**src/rtl/ahb2_sram_slv.sv**
```systemverilog
// AHB2 slave terminating into a single-port SRAM with one-cycle read latency.
// Define AHB2_SRAM_SLV_ERR_EN to answer illegal transfers with ERROR.
module ahb2_sram_slv #(
  parameter int ADDR_WIDTH  = 12,
  parameter int WAIT_CYCLES = 0
) (
  input  logic                  hclk,
  input  logic                  hreset_n,
  input  logic                  hsel,
  input  logic [31:0]           haddr,
  input  logic [1:0]            htrans,
  input  logic                  hwrite,
  input  logic [2:0]            hsize,
  input  logic [2:0]            hburst,
  input  logic [3:0]            hprot,
  input  logic [31:0]           hwdata,
  input  logic                  hreadyi,
  output logic [31:0]           hrdata,
  output logic                  hreadyo,
  output logic [1:0]            hresp,
  output logic                  mem_req,
  output logic                  mem_we,
  output logic [ADDR_WIDTH-3:0] mem_addr,
  output logic [3:0]            mem_be,
  output logic [31:0]           mem_wdata,
  input  logic [31:0]           mem_rdata
);

  typedef enum logic [2:0] {
    S_IDLE,
    S_WR,
    S_RD,
    S_RDW,
    S_ERR1,
    S_ERR2
  } state_t;

  state_t                r_state;
  logic [2:0]            r_cnt;
  logic [ADDR_WIDTH-3:0] r_addr;
  logic [3:0]            r_be;
  logic [31:0]           r_rdata;
  logic                  r_first;

  logic   w_acc;
  logic   w_ill;
  logic   w_rdy;
  logic   w_cnt0;
  logic   w_unused;
  logic [3:0] w_be;
  state_t w_nxt;

  assign w_acc  = hsel & hreadyi & htrans[1];
  assign w_cnt0 = (r_cnt == 3'd0);

  // Sizes above word fall to the default and act as words.
  always_comb begin
    w_be = 4'b1111;
    unique case (1'b1)
      (hsize == 3'd0): w_be = 4'b0001 << haddr[1:0];
      (hsize == 3'd1): w_be = 4'b0011 << {haddr[1], 1'b0};
      default:         w_be = 4'b1111;
    endcase
  end

`ifdef AHB2_SRAM_SLV_ERR_EN
  assign w_ill = (hsize > 3'd2)
               | ((hsize == 3'd1) & haddr[0])
               | ((hsize == 3'd2) & (|haddr[1:0]))
               | (|haddr[31:ADDR_WIDTH]);
`else
  assign w_ill = 1'b0;
`endif

  assign w_unused = ^{hburst, hprot, haddr[31:ADDR_WIDTH]};

  always_comb begin
    w_nxt = S_IDLE;
    if (w_acc) begin
      if (w_ill)       w_nxt = S_ERR1;
      else if (hwrite) w_nxt = S_WR;
      else             w_nxt = S_RD;
    end
  end

  // Final data-phase cycle (or idle): the next address phase may be taken.
  assign w_rdy = (r_state == S_IDLE)
               | (r_state == S_ERR2)
               | ((r_state == S_WR)  & w_cnt0)
               | ((r_state == S_RDW) & w_cnt0);

  always_ff @(posedge hclk or negedge hreset_n) begin
    if (!hreset_n) begin
      r_state <= S_IDLE;
      r_cnt   <= 3'd0;
      r_addr  <= '0;
      r_be    <= 4'b0000;
      r_rdata <= 32'd0;
      r_first <= 1'b0;
    end else begin
      r_first <= (r_state == S_RD);
      if (r_first) r_rdata <= mem_rdata;
      if (w_rdy) begin
        r_state <= w_nxt;
        if (w_acc) begin
          r_cnt  <= 3'(WAIT_CYCLES);
          r_addr <= haddr[ADDR_WIDTH-1:2];
          r_be   <= w_be;
        end
      end else begin
        unique case (r_state)
          S_RD:    r_state <= S_RDW;
          S_ERR1:  r_state <= S_ERR2;
          default: r_cnt   <= r_cnt - 3'd1;
        endcase
      end
    end
  end

  // SRAM data arrives in the first RDW cycle; forward it if that is final.
  assign hrdata  = (r_first & w_cnt0) ? mem_rdata : r_rdata;
  assign hreadyo = w_rdy;

`ifdef AHB2_SRAM_SLV_ERR_EN
  assign hresp = {1'b0, (r_state == S_ERR1) | (r_state == S_ERR2)};
`else
  assign hresp = 2'b00;
`endif

  assign mem_req   = (r_state == S_RD) | ((r_state == S_WR) & w_cnt0);
  assign mem_we    = (r_state == S_WR) & w_cnt0;
  assign mem_addr  = r_addr;
  assign mem_be    = r_be;
  assign mem_wdata = hwdata;

endmodule

```
**config.mk**
```make
export PLATFORM = sky130hd
export DESIGN_NAME = ahb2_sram_slv
export DESIGN_NICKNAME = d
export VERILOG_FILES = /design/src/rtl/ahb2_sram_slv.sv
export SDC_FILE = /design/constraint.sdc
export NUM_CORES = 1
export LEC_CHECK = 0
export ABC_AREA = 1
export BUFFER_PORTS_ARGS = -buffer_cell sky130_fd_sc_hd__buf_2
export CORE_MARGIN = 2
export CORE_UTILIZATION = 40
export DETAILED_ROUTE_END_ITERATION = 7
export PLACE_DENSITY = 0.77
export SYNTH_ARGS = -nofsm -noshare
export SYNTH_HDL_FRONTEND = slang
export SYNTH_SLANG_ARGS = --single-unit
```
**constraint.sdc**
```tcl
create_clock -name hclk -period 1.7 [get_ports hclk]
set_input_delay 0 -clock hclk [delete_from_list [all_inputs] [get_ports hclk]]
set_output_delay 0 -clock hclk [all_outputs]
set_load 0.05 [all_outputs]
```
==> impl_metrics.ini, run 1 <==
[place]
gp_congestion = 0.777
dp_hpwl_um = 4130
dpl_cell_area_um2 = 3180
placement.io_buffers = 101

[sta]
finalSetupViolations = 30
finalMaxSlewViolations = 0
finClkSkew_ns = 0.00704
worstMarginPinSlew_ns = 0.694
finalHoldViolCount = 0
setup_ws_ns = -0.0883
fmax_mhz = 559
period_needed_ns = 1.79
period_share_pct = 105
relSlewSlack_pct = 53.8
rsz0062_at_grt = yes

[synth]
netlist_instances = 354
yosys.cell_types.count = 25
yosysWarnings = 0
ys_ff_latch = 53
synth_top_area_share_pct = 46.6
synthTopCellsByArea = dfrtp_1, buf_4, nand2_1, a21oi_1, o21ai_0
synth_edf_count = 0
async_reset_ff_share_pct = 100
netlist_area_um2 = 2850
ys.flop_type = dfrtp_1
yosysTopAreaCell = dfrtp_1
synth-seq-area-share_pct = 46.6
synth.avg_cell_area_um2 = 8.04

[finish]
final_common_cell = buf_2
num-nets-final = 587
n_fill_cell = 595
final_core_util_pct = 60.4
diodes = 0
drive_gt1_share_pct = 35.9
area_delta_synth_final_pct = 45.0
fin_area_um2 = 4130
final_cell_mix = buf_2, nand2_1, dfrtp_1, dlygate4sd3_1, inv_1

[die]
floorplan.initialDensity_pct = 41.7
core-area_um2 = 6830
row_count = 30
design.portCount = 196
die_w_um = 88.4
die_h_um = 88.4
dieArea_um2 = 7810

[clock_tree]
cts_buffer_depth = 2
root_buffer = clkbuf_8
cts_tree = built
clkSinkCount = 53
cts_buffers = 5
clkLatencyLatePin_ns = 0.30
path_clk_slew_ns = 0.09
cts_max_level = 2

[route]
drc_errors = 0
wl_um = 7320
ant_nets = 0
num_vias = 2651
wl_per_cell_um = 12.9
drtIter0Drc = 140
vias_per_cell = 4.66
dr.pass1.iters = 4

[min_path]
hold_class = primary input to output port
hold_depth = 0
hold-path-endpoint = mem_wdata[5]
hp-start = hwdata[5]

[global_routing]
grt_pass1_vias = 2429
overflow = 0
antenna_found_initial = 0
grt_max_degree = 54
grt_usage_pct = 17.5
grt_pass1_wl_um = 10700

[worst_setup_path]
start_kind = register
cp.arrival_ns = 1.79
rrSetupSlack_ns = 0.09
r2r-start = r_cnt[0]
critPathMaxFanout = 24
crit_type = register to output port
critical_path_required_ns = 1.70
r2r_end = mem_addr[0]
cp-end-kind = output port
r2r_cells = 12

[power]
p_leak_uw = 0.00209
power_density_nw_per_um2 = 2030
max-vdd-ir-drop_mv = 1.37

[outcome]
violations = setup timing
status = complete, but fails checks

[flow_run]
cap_violations = 0
## critical path, stage by stage, from the launching register on
cell and delay, ns:
dfrtp_1 0.40, inv_2 0.10, ha_4 0.14, inv_2 0.04, nor2_4 0.13, nand2_4 0.10
buf_12 0.17, nor2_1 0.16, a21oi_2 0.05, buf_4 0.19
## where the power goes
part	internal, uW	switching (uW)
logic	1710	3680
clock network	479	397
registers	1860	255
## Yosys cell counts (4+ instances only)
cell	instances
nand2_1	64
dfrtp_1	53
inv_1	40
buf_4	38
a21oi_1	37
nor2_1	34
o21ai_0	33
nand3_1	17
buf_2	8
o21ai_2	5
nand2_2	4
## cells by family after synthesis
kind of cell,Yosys count,share of synthesized area (%)
AOI/OAI and AO/OA,75,13.8
xor gates and xnor gates,1,0.308
adders and majority gates,2,0.879
buffers and inverters,93,18.5
DFF,53,46.6
other,1,0.132
and+or+nand+nor,129,19.8
## worst max path at each step
stage                   from          to  slack [ns]
finish              r_cnt[0]   hrdata[5]       -0.09
global route        r_cnt[0]   hrdata[5]       -0.20
CTS                 r_cnt[0]  hrdata[12]       -0.07
detailed placement  r_cnt[0]   mem_be[3]        0.12
global placement    r_cnt[0]   mem_be[0]        0.18
floorplan           r_cnt[0]  hrdata[10]       -0.13
## metal layers
metal	vias up	share of wire, %	track usage, %
li1	1304	-	-
met1	1240	40	19.8
met2	94	53	32.3
met3	13	5.3	3.92
met4	0	2.0	6.06
met5	-	0	0
## flip-flops by register name, indices dropped and copies added (netlist names)
signal and cells:
r_rdata 32, mem_addr 10, mem_be 4, r_cnt 3, r_state 3, r_first 1
## cell type report
type | count | area, um^2 | share of cell area [%]
Clock buffer | 6 | 82.6 | 2.00
Clock inverter | 2 | 37.5 | 0.909
Inverter | 42 | 158 | 3.82
Multi-Input combinational cell | 211 | 1150 | 27.8
Sequential cell | 53 | 1330 | 32.2
Tap cell | 96 | 120 | 2.91
Timing Repair Buffer | 159 | 1250 | 30.4
## metrics by stage
stage | TNS (ns) | hold slack (ns) | setup WS (ns) | std cells | power [uW]
floorplan | -4.05 | -0.296 | -0.135 | 355 | 5770
global placement | 0 | 0.000341 | 0.176 | 506 | 6400
detailed placement | 0 | 0.000341 | 0.120 | 506 | 6520
CTS | -1.82 | 0.000341 | -0.0722 | 561 | 7900
global route | -4.23 | 0.0000718 | -0.202 | 569 | 8860
finish | -1.23 | 0.0000193 | -0.0883 | 569 | 8390
## repair_timing
action                                  4_1_cts  5_1_grt
resized for setup                            49       37
hold buffers                                 45        0
setup buffers                                 1        6
endpoints found under the hold margin        98        0
endpoints found under the setup margin       32       53
pin swaps                                     2        3
cloned                                        1        2
No activity file was read; power rests on OpenSTA's default activity.
==> run 2: changes to the inputs <==
Settings changed: PLACE_DENSITY 0.77 to 0.78.
==> run 2 against run 1 <==
  * The run still ends with setup timing left
  * First-iteration DRC count is 15% lower
  * Die area unchanged
  * Total power rose by 9.8%
  * Maximum frequency down 3.5%
  * Critical path depth increased by 1
  * Register-to-register slack got worse by 0.02 ns
  * Count of clock-buffer cells in the layout down 1
  * Design area rose by 16%
  * Sequential cell count stayed put
  * Clock skew rose by 0.00085 ns
  * Critical endpoint unchanged
  * Non-clock buffer count is 10 higher
  * Via count increased by 6.5%
==> impl_metrics.ini, run 2 (synthesized netlist as in run 1, its figures left out) <==
[outcome]
status = complete, but fails checks
violations = setup timing

[global_routing]
grt_max_degree = 65
grt_pass1_wl_um = 11400
antenna_found_initial = 0
overflow = 0
grt_usage_pct = 18.6
grt_pass1_vias = 2537

[clock_tree]
cts_tree = built
path_clk_slew_ns = 0.10
clkLatencyLatePin_ns = 0.31
cts_buffer_depth = 2
root_buffer = clkbuf_8
cts_max_level = 2
cts_buffers = 5
clkSinkCount = 53

[place]
placement.io_buffers = 101
dp_hpwl_um = 4110
gp_congestion = 0.743
dp.cells = 506

[route]
drtIter0Drc = 119
ant_nets = 0
m1WireLength_um = 3480
dr.pass1.iters = 4
met3_wirelength_um = 510
top_layer = met4
wl_per_cell_um = 16.2
wl_met2_um = 5210
wl_um = 9370
drc_errors = 0
vias_per_cell = 4.88
num_vias = 2822

[worst_setup_path]
cp.arrival_ns = 1.85
start_kind = register
crit_type = register to output port
cp-end-kind = output port
critPathMaxFanout = 6
critical_path_required_ns = 1.70

[power]
max-vdd-ir-drop_mv = 1.02
total_power_uw = 9210
p_leak_uw = 0.00224
power_density_nw_per_um2 = 1920

[sta]
relSlewSlack_pct = 56.8
rsz0062_at_grt = yes
period_needed_ns = 1.85
worstMarginPinSlew_ns = 0.648
tns_ns = -3.35
finalHoldViolCount = 0
finClkSkew_ns = 0.00789
finalSetupViolations = 34
fmax_mhz = 540
setup_ws_ns = -0.152
period_share_pct = 109
finalMaxSlewViolations = 0

[finish]
fin_cells = 578
final_common_cell = buf_2
largest_register_ffs = 32
num-nets-final = 596
largest_register = r_rdata
final_cell_mix = buf_2, nand2_1, dfrtp_1, dlygate4sd3_1, inv_1
final_core_util_pct = 70.2
diodes = 0
area_delta_synth_final_pct = 68.5
drive_gt1_share_pct = 46.1

[min_path]
hold_class = primary input to output port

[die]
dieArea_um2 = 7810
core-area_um2 = 6830
design.portCount = 196
die_w_um = 88.4
row_count = 30
floorplan.initialDensity_pct = 41.7
die_h_um = 88.4

[flow_run]
cap_violations = 0
## run 2: cell count changes in the layout (fill, tap and decap cells not counted), moves of 3 or more
cell | previous run | this run
nor2_1 | 26 | 3
a21oi_4 | 0 | 22
buf_4 | 29 | 7
buf_6 | 14 | 35
a21oi_1 | 23 | 5
nor2_4 | 1 | 16
nor2_2 | 8 | 16
clkbuf_16 | 0 | 6
a21oi_2 | 14 | 10
nand2_4 | 3 | 0
## run 2: metal layers
| layer | global-route usage, % | up-vias |
|---|---|---|
| met5 | 0 | - |
| met4 | 5.51 | 0 |
| met3 | 3.64 | 21 |
| met2 | 34.9 | 108 |
| met1 | 21.3 | 1367 |
| li1 | - | 1326 |
## run 2: area by class of cell
type                       instances  area [um^2]
clock buffer                       5         68.8
clock inverter                     3         28.8
fill                             479         2030
inverter                          42          158
multi-input combinational        210         1520
sequential                        53         1330
tap                               96          120
timing repair buffer             169         1570
## run 2: repair_timing
item                                   4_1_cts  5_1_grt
setup endpoints to repair                   33       45
gates cloned                                 2        9
resized for setup                           58      132
pin swaps                                    2       30
endpoints found under the hold margin       71        0
hold buffers                                45        0
setup buffers                                4        4
## run 2: stage by stage
stage               setup slack, ns  cell area [um^2]  hold WS [ns]
global route                 -0.252              4800     0.0000718
detailed placement            0.151              3190      0.000341
global placement              0.197              3190      0.000341
finish                       -0.152              4800     0.0000193
floorplan                    -0.135              2860        -0.296
CTS                          -0.130              3980      0.000341
## run 2: worst max-delay path, stage by stage (launching register included)
cell     delay (ns)
dfrtp_1        0.38
inv_2          0.07
ha_4           0.15
inv_2          0.06
nor2_4         0.04
buf_12         0.14
nand2_8        0.12
buf_6          0.18
nor2_1         0.08
a21oi_2        0.15
buf_6          0.18
## run 2: power by group
part	switching [uW]	internal, uW
registers	267	1860
logic	4040	2280
clock network	455	309
total	4760	4450
## run 2: worst paths after layout
| path | start | end | slack, ns | depth (start not counted) |
|---|---|---|---|---|
| setup / recovery | r_cnt[0] | hrdata[5] | -0.15 | 10 |
| hold / removal | hwdata[9] | mem_wdata[9] | 0.00002 | 0 |
| setup reg to reg | r_cnt[0] | mem_addr[9] | 0.07 | 12 |
| hold reg to reg | mem_addr[7] | mem_addr[7] | 0.49 | 2 |
| max in group asynchronous | hreset_n | r_first | 0.89 | 3 |
| min in group asynchronous | hreset_n | r_rdata[3] | 0.24 | 2 |
==> run 3: changes to the inputs <==
Settings changed: CORE_UTILIZATION 40 to 30, PLACE_DENSITY 0.78 to not set.
==> run 3 against run 2 <==
  * The run still ends with setup timing left
  * Maximum frequency increased by 5.5%
  * Highest routed layer unchanged
  * Die area rose by 32%
  * Setup slack gained 0.096 ns
==> impl_metrics.ini, run 3 (synthesized netlist as in run 1, its figures left out) <==
[die]
row_count = 35
core-area_um2 = 9240
die_h_um = 101
die_w_um = 101
floorplan.initialDensity_pct = 30.8
dieArea_um2 = 10300
design.portCount = 196

[finish]
final_common_cell = buf_2
area_delta_synth_final_pct = 47.6
largest_register_ffs = 32
num-nets-final = 584
largest_register = r_rdata
n_fill_cell = 909
final_cell_mix = buf_2, nand2_1, dfrtp_1, dlygate4sd3_1, inv_1
diodes = 0
drive_gt1_share_pct = 39.1

[sta]
setup_ws_ns = -0.0560
finClkSkew_ns = 0.00586
period_needed_ns = 1.76
finalMaxSlewViolations = 0
relSlewSlack_pct = 64.5
worstMarginPinSlew_ns = 0.533
rsz0062_at_grt = yes
fin_hold_ws_ns = 0.0000140
fmax_mhz = 569
period_share_pct = 103
finalSetupViolations = 29
finalHoldViolCount = 0

[place]
place_ws_ns = 0.174
gp_congestion = 0.728
dp_hpwl_um = 4070
placement.io_buffers = 101

[global_routing]
grt_pass1_vias = 2447
grt_usage_pct = 12.5
grt_pass1_wl_um = 10500
grt_max_degree = 65
overflow = 0
antenna_found_initial = 0

[min_path]
hold-path-endpoint = mem_wdata[19]
hp-start = hwdata[19]
hold_depth = 0
hold_class = primary input to output port

[route]
dr.pass1.iters = 4
drtIter0Drc = 45
wl_um = 6690
num_vias = 2553
vias_per_cell = 4.26
drc_errors = 0
ant_nets = 0
wl_per_cell_um = 11.2

[power]
p_seq_share_pct = 25.3
max-vdd-ir-drop_mv = 1.08
p_leak_uw = 0.00210
switchingPower_uw = 4220
power_density_nw_per_um2 = 1970
power_frac_clock_pct = 10.3
swShare_pct = 50.9
combPwrFrac_pct = 64.3
p_int_uw = 4070

[worst_setup_path]
start_kind = register
critical_path_required_ns = 1.70
crit_type = register to output port
critPathMaxFanout = 11
cp-end-kind = output port
r2r_cells = 10
r2r_end = mem_be[0]
r2r-start = r_cnt[0]
cp.arrival_ns = 1.76
rrSetupSlack_ns = 0.15

[clock_tree]
cts_max_level = 2
clkLatencyLatePin_ns = 0.30
clkSinkCount = 53
cts_buffer_depth = 2
root_buffer = clkbuf_8
path_clk_slew_ns = 0.09
cts_buffers = 5
cts_tree = built

[outcome]
status = complete, but fails checks
violations = setup timing

[flow_run]
cap_violations = 0
run 3: cell types whose count changed in the layout (fill, tap and decap cells not counted), sizes merged:
cell | before | now
buf | 118 | 111
bufinv | 0 | 1
clkbuf | 11 | 8
inv | 44 | 42
nand2 | 72 | 71
run 3: how the worst max path moves through the flow:
stage	from	depth (start not counted)	slack, ns	end
floorplan	r_cnt[0]	7	-0.13	hrdata[10]
global placement	r_cnt[0]	8	0.18	hrdata[7]
detailed placement	r_cnt[0]	8	0.17	hrdata[12]
CTS	r_cnt[0]	8	-0.09	hrdata[17]
global route	r_cnt[0]	8	-0.13	hrdata[14]
finish	r_cnt[0]	8	-0.06	hrdata[14]
run 3: timing repair:
action | CTS | global route
setup buffers | 0 | 4
hold endpoints to repair | 66 | 1
setup endpoints to repair | 33 | 34
hold buffers | 44 | 1
resized for setup | 62 | 50
pin swaps | 0 | 2
gates cloned | 0 | 2
run 3: layout make-up:
| class | count | area [um^2] | share of cell area [%] |
|---|---|---|---|
| Clock buffer | 6 | 72.6 | 1.73 |
| Clock inverter | 2 | 38.8 | 0.923 |
| Inverter | 42 | 158 | 3.75 |
| Multi-Input combinational cell | 209 | 1150 | 27.3 |
| Sequential cell | 53 | 1330 | 31.6 |
| Tap cell | 129 | 161 | 3.84 |
| Timing Repair Buffer | 158 | 1300 | 30.9 |
run 3: worst max-delay path, stage by stage, from the launching register on:
cell and delay, ns:
dfrtp_1 0.40, inv_2 0.07, ha_1 0.15, inv_2 0.04
nor2_4 0.12, nand2_4 0.11, clkbuf_16 0.19, a21oi_1 0.15
buf_4 0.21
run 3: per-layer routing:
metal | global-route usage (%) | share of wire, %
met5 | 0 | 0
met4 | 4.16 | 1.5
met3 | 3.59 | 5.1
met2 | 22.9 | 50
met1 | 14.0 | 43
run 3: through the flow:
stage | total power, uW | TNS, ns | instances | util (%) | cell area [um^2]
5_1_grt | 8820 | -3.29 | 599 | 45.5 | 4200
2_1_floorplan | 5770 | -4.05 | 355 | - | 2860
4_1_cts | 7950 | -1.58 | 592 | 42.9 | 3970
3_3_place_gp | 6460 | 0 | 540 | 34.9 | 3230
6_report | 8290 | -0.710 | 599 | 45.5 | 4200
3_5_place_dp | 6520 | 0 | 540 | 34.9 | 3230
run 3: power groups by stage:
stage	clock [uW]	combinational, uW	sequential, uW
detailed placement	0	4400	2120
floorplan	0	3100	2670
finish	858	5330	2100
global route	965	5680	2170
global placement	0	4360	2100
CTS	901	4940	2100
